$ cat config.mk
export PLATFORM = sky130hd
export DESIGN_NAME = alu_share_arb
export DESIGN_NICKNAME = d
export VERILOG_FILES = /design/src/rtl/alu_share_arb.sv
export SDC_FILE = /design/constraint.sdc
export NUM_CORES = 1
export LEC_CHECK = 0
export CORE_AREA = 3 3 105 107
export DETAILED_ROUTE_END_ITERATION = 8
export DIE_AREA = 0 0 108 110
export MAX_ROUTING_LAYER = met4
export PLACE_DENSITY = 0.67
export SYNTH_ARGS = -nofsm -noshare
export SYNTH_HDL_FRONTEND = slang
export SYNTH_SLANG_ARGS = --single-unit
$ cat constraint.sdc
create_clock -name clk -period 4.1 [get_ports clk]
set_clock_uncertainty 0.05 [all_clocks]
set_input_delay 0.41 -clock clk [delete_from_list [all_inputs] [get_ports clk]]
set_output_delay 0.41 -clock clk [all_outputs]
set_load 0.02 [all_outputs]
$ cat src/rtl/alu_share_arb.sv
// Round-robin arbiter sharing one combinational ALU between NREQ requesters; result registered.
// 1-cycle latency; all req_ready held low while an unaccepted result sits in the output register.
module alu_share_arb #(
    parameter int NREQ = 2,
    parameter int IDW  = $clog2(NREQ)
) (
    input  logic                 clk,
    input  logic                 rst_n,
    input  logic [NREQ-1:0]      req_valid,
    output logic [NREQ-1:0]      req_ready,
    input  logic [4*NREQ-1:0]    req_aluop,
    input  logic [32*NREQ-1:0]   req_a,
    input  logic [32*NREQ-1:0]   req_b,
    output logic [3:0]           alu_op,
    output logic [31:0]          alu_a,
    output logic [31:0]          alu_b,
    input  logic [31:0]          alu_res,
    output logic                 rsp_valid,
    input  logic                 rsp_ready,
    output logic [31:0]          rsp_res,
    output logic [IDW-1:0]       rsp_id
);

    logic [IDW-1:0] last;
    logic [IDW-1:0] win;
    logic           win_vld;
    logic           can_accept;
    logic           hs;

    assign can_accept = !rsp_valid || rsp_ready;
    assign hs         = win_vld && can_accept;

    // Scan starts just after the last winner and wraps, giving round-robin priority.
    always_comb begin
        int idx;
        idx     = 0;
        win     = '0;
        win_vld = 1'b0;
        for (int k = 1; k <= NREQ; k++) begin
            idx = int'(last) + k;
            if (idx >= NREQ) idx = idx - NREQ;
            if (!win_vld && req_valid[idx]) begin
                win_vld = 1'b1;
                win     = IDW'(idx);
            end
        end
    end

    always_comb begin
        req_ready = '0;
        for (int i = 0; i < NREQ; i++) begin
            req_ready[i] = hs && (win == IDW'(i));
        end
    end

    always_comb begin
        alu_op = '0;
        alu_a  = '0;
        alu_b  = '0;
        if (win_vld) begin
            alu_op = req_aluop[int'(win)*4 +: 4];
            alu_a  = req_a[int'(win)*32 +: 32];
            alu_b  = req_b[int'(win)*32 +: 32];
        end
    end

    always_ff @(posedge clk or negedge rst_n) begin
        if (!rst_n) begin
            rsp_valid <= 1'b0;
            rsp_res   <= '0;
            rsp_id    <= '0;
            last      <= IDW'(NREQ - 1);
        end else if (hs) begin
            rsp_valid <= 1'b1;
            rsp_res   <= alu_res;
            rsp_id    <= win;
            last      <= win;
        end else if (rsp_ready) begin
            rsp_valid <= 1'b0;
        end
    end

endmodule

### After elaboration in Yosys (flattened, before gate mapping)

Index checks and enable logic that the tools add are counted.

* register bits: 35

* $add $sub $neg: 4
* magnitude comparators: 4
* shifts and indexed selects: 3
* muxes and demuxes: 17
* bitwise operators: 1
* reductions and logical operators: 8

Operators with widths (count)
* $mux W32: 4
* $shiftx A64 B7 Y32: 2
* $lt A32 B3 Y1 const B: 2
* $mux W1: 12
* $shiftx A8 B4 Y4: 1
* $logic_and A1 B1 Y1: 4
* $mux W4: 1
* $sub A3 B2 Y4 const B: 1
* $add A1 B2 Y3 const B: 1
* $ge A3 B2 Y1 const B: 1
* $sub A2 B2 Y3 const B: 1
* $add A1 B1 Y2 const B: 1
* $ge A2 B2 Y1 const B: 1
* $logic_not A1 Y1: 2
* $reduce_bool A2 Y1: 1
* $logic_or A1 B1 Y1: 1
* $not A1 Y1: 1

### Longest topological paths before layout

* word-level depth: 12
* gate-level depth with buffers: 6
* depth with buffers taken out: 3

### Worst setup path before layout

OpenSTA, ideal clock, no wires.

* path kind: reg-to-output
* start point: register last
* end point: output port alu_a[14]
* arrival time: 1.373 ns
* required time: 3.640 ns
* path slack: 2.267 ns
* cell stages (with the launch flop): 7
* path buffers: 3
* path through: dfstp_2 nand2b_4 and2_1 clkbuf_2 buf_6 buf_6 a22o_1

* cells in the longest elaborated chain, start to end: 12

RTL lines
* start: declaration: RTL line 24 `logic [IDW-1:0] last;`
* start signal: assignment: RTL line 72 `last <= IDW'(NREQ - 1);`
* start signal: assignment: RTL line 77 `last <= win;`
* branches (longest 11 deep; another with $sub A3 B2 Y4)
* $mux W32 *: RTL line 60 `if (win_vld) begin`
* end: declaration: RTL line 15 `output logic [31:0] alu_a,`

Every way passes the cells marked *. The select of a mux whose other input is x is not followed.

### Final worst setup path

* start point: input port req_valid[0]
* end point: output port alu_a[31]

* cells in the longest elaborated chain, start to end: 9

RTL lines
* start: declaration: RTL line 9 `input logic [NREQ-1:0] req_valid,`
* $mux W1 (not written as such) (3 in series): RTL line 42 `if (!win_vld && req_valid[idx]) begin`
* $mux W1: RTL line 42
* $logic_not A1 Y1: RTL line 42
* $logic_and A1 B1 Y1: RTL line 42
* $mux W1: RTL line 42
* $shiftx A64 B7 Y32: RTL line 62 `alu_a = req_a[int'(win)*32 +: 32];`
* $mux W32 *: RTL line 60

Every way passes the cells marked *; elsewhere a longest branch is shown, timed or not. The select of a mux whose other input is x is not followed.

==> key figures <==
Synthesis
  – Net Count, Synth: 339
  – Netlist cell types: 21
  – Most frequent cells after synthesis: a22o_1 (68), dfrtp_1 (34), mux2_2 (30)
  – Synth top area cells: dfrtp_1 (42%), a22o_1 (29%), mux2_2 (17%)
  – Async SR Flop Fraction: 100%
  – Post-Syn Instances: 166
  – Cell taking the most area after synthesis: dfrtp_1
  – Most instantiated library cell after synthesis: a22o_1
  – Cell Area, Synth: 0.00203 mm2
  – #FFs+latches synth: 35
  – Seq/Total Area, Yosys: between 40% and 50%
  – Yosys warnings: 0
  – Top FF cell, synth: dfrtp_1
  – Post-synth EDFFs: 0
  – Post-synth top area share: between 40% and 50%
  – Syn_area_per_cell: between 10 and 15 um2

Layout
  – Area growth syn-to-layout: 147%
  – Ant diodes: 0
  – Nets: between 600 and 700
  – Layout cell share with drive strength beyond 1: between 10% and 20%

CTS
  – CTS tree: built
  – Clk_lat worst skew: about 270 ps
  – TritonCTS Buffers: 5
  – Clk slew on worst S/H paths: around 80 ps
  – CTS resizes: 0
  – CTS Buffer Depth: 2
  – Setup Fix Bufs, Post-CTS: 0
  – CTS root buffer: clkbuf_8
  – Clk sinks: 35
  – H-tree depth: 2
  – Hold_buf cts: 0

Timing
  – Setup TNS Final: 0 ps
  – Setup violators final: 0
  – Final hold violations: 0
  – Slew Viols, Final: 0
  – RSZ-0062 raised after global routing: no
  – Worst-margin pin slew: between 500 and 600 ps
  – Max-slew headroom: between 60% and 70%
  – Post-route clock period utilization: ~76%
  – Minimum clock period: between 3000 and 4000 ps
  – Final hold slack: 441 ps
  – Max Clock Freq: 322 MHz

Worst setup path
  – CP Cell Sequence: clkdlybuf4s50_1, and2_2, buf_12, a22o_1, clkdlybuf4s50_1
  – Reg2reg end: rsp_res[19]
  – FF-to-FF Start: rsp_valid
  – Worst Path Class, Setup: in2out
  – Critical path required time: 3640 ps
  – Worst-path fanout max: 42
  – CP max stage cell: clkdlybuf4s50_1
  – Crit path max-delay family: buffers and inverters
  – Worst path bufs/invs: 3
  – Reg2Reg Depth: 4
  – Startpoint types: input port
  – Reg2Reg Setup Slack: approximately 2500 ps
  – Worst setup EP type: output pin
  – CP dominant cell by count: clkdlybuf4s50_1
  – CP max stage delay: just over 600 ps
  – WP data arrival: approximately 2600 ps

Route
  – Via count: approximately 2600
  – Avg WL per Cell: ~18 um
  – Drt drc: 0
  – Antenna violation net count after detailed routing: 0
  – Drt first pass iters: 4
  – Vias/cell: 4.46
  – Iteration-0 DRC Markers: around 160
  – Final WL: approximately 10000 um

Floorplan
  – Chip Width: roughly 110 um
  – Starting density of the core: about 20%
  – Die height: around 110 um
  – Core area: 0.0102 mm2
  – Io pins: between 200 and 300
  – Die area: around 0.012 mm2
  – Row cnt: 37

Placement
  – Placer Congestion: about 0.79
  – # port buffers: approximately 280
  – Hpwl dp: ~8300 um

Global route
  – Initial antenna violation count: 0
  – First-pass GRT wire length: 13800 um
  – GRT overflow: 0
  – Largest net degree at the start of global routing: 45
  – Vias in the first global route: about 2600
  – Gr usage total: between 10% and 20%

Pwr
  – Worst vdd ir: 252 uV
  – Total Power: 1.49 mW
  – Lkg Pwr: ~2.0 nW
  – PD cells: roughly 300 mW/mm2

Hold path
  – Hold depth: 1
  – Hold Startpoint: rsp_res[10]
  – Hold Path Sink: rsp_res[10]
  – Hold WC Path Type: reg2reg

Status
  – Status: finished clean

Flow run
  – Max Cap Violations: 0
-- worst reg2reg max path: cells and delay by family, from the launching register on --
family        cells  cell delay, ps
simple gates      2             270
flops             1             400
mux               1             410
buf+inv           1             370
-- worst max-delay path by stage --
stage	start	endpoint	cells after the start
detailed placement	req_valid[0]	alu_a[31]	5
global placement	req_valid[0]	alu_a[31]	5
finish	req_valid[0]	alu_a[31]	5
CTS	req_valid[0]	alu_a[31]	5
global route	req_valid[0]	alu_a[31]	5
floorplan	last	alu_a[14]	6
-- sequential cells by signal (all words and copies together), names as in the netlist --
register,cells
rsp_id,1
rsp_valid,1
last,1
rsp_res,32
-- metal layers --
| metal | wire (um) | track usage [%] |
|---|---|---|
| met1 | 3950 | 18.0 |
| met2 | 5070 | 26.1 |
| met3 | 898 | 4.19 |
| met4 | 112 | 3.16 |
| met5 | 0 | - |
-- kinds of logic (layout without fill, tap and decap cells) --
| family | after synthesis | count (layout) | synth area share (%) |
|---|---|---|---|
| AOI/OAI and AO/OA | 71 | 71 | 30.7 |
| DFF | 35 | 35 | 43.2 |
| and+or+nand+nor | 10 | 10 | 3.09 |
| muxes | 32 | 32 | 17.8 |
| buffers and inverters | 18 | 289 | 5.18 |
-- cells in the final DEF, fill, tap and decap left out, types with 2 or more instances in the layout --
cell type,n
clkdlybuf4s50_1,276
a22o_1,68
dfrtp_1,34
mux2_2,30
clkbuf_8,6
buf_4,4
nand2_1,2
mux2_1,2
-- where the power goes --
part           total [mW]  switching (mW)  internal, mW
sequential          0.422          0.0263         0.395
combinational       0.804           0.342         0.462
clock               0.263           0.125         0.138
total                1.49           0.493         0.996
-- area by class of cell --
| class | count | area (um2) |
|---|---|---|
| fill | 945 | 5220 |
| timing repair buffer | 281 | 2810 |
| multi-input combinational | 113 | 1050 |
| sequential | 35 | 877 |
| tap | 136 | 170 |
| clock buffer | 7 | 86.3 |
| clock inverter | 1 | 8.76 |
-- through the flow --
| step | cell area, um2 | instances | worst slack (ps) | util [%] |
|---|---|---|---|---|
| 2_1_floorplan | 2030 | 166 | 2270 | - |
| 3_3_place_gp | 4910 | 565 | 1070 | 48.0 |
| 3_5_place_dp | 4910 | 565 | 1010 | 48.0 |
| 4_1_cts | 5010 | 573 | 1000 | 49.0 |
| 5_1_grt | 5010 | 573 | 875 | 49.0 |
| 6_report | 5010 | 573 | 999 | 49.0 |
No activity file was read; power rests on OpenSTA's default activity.
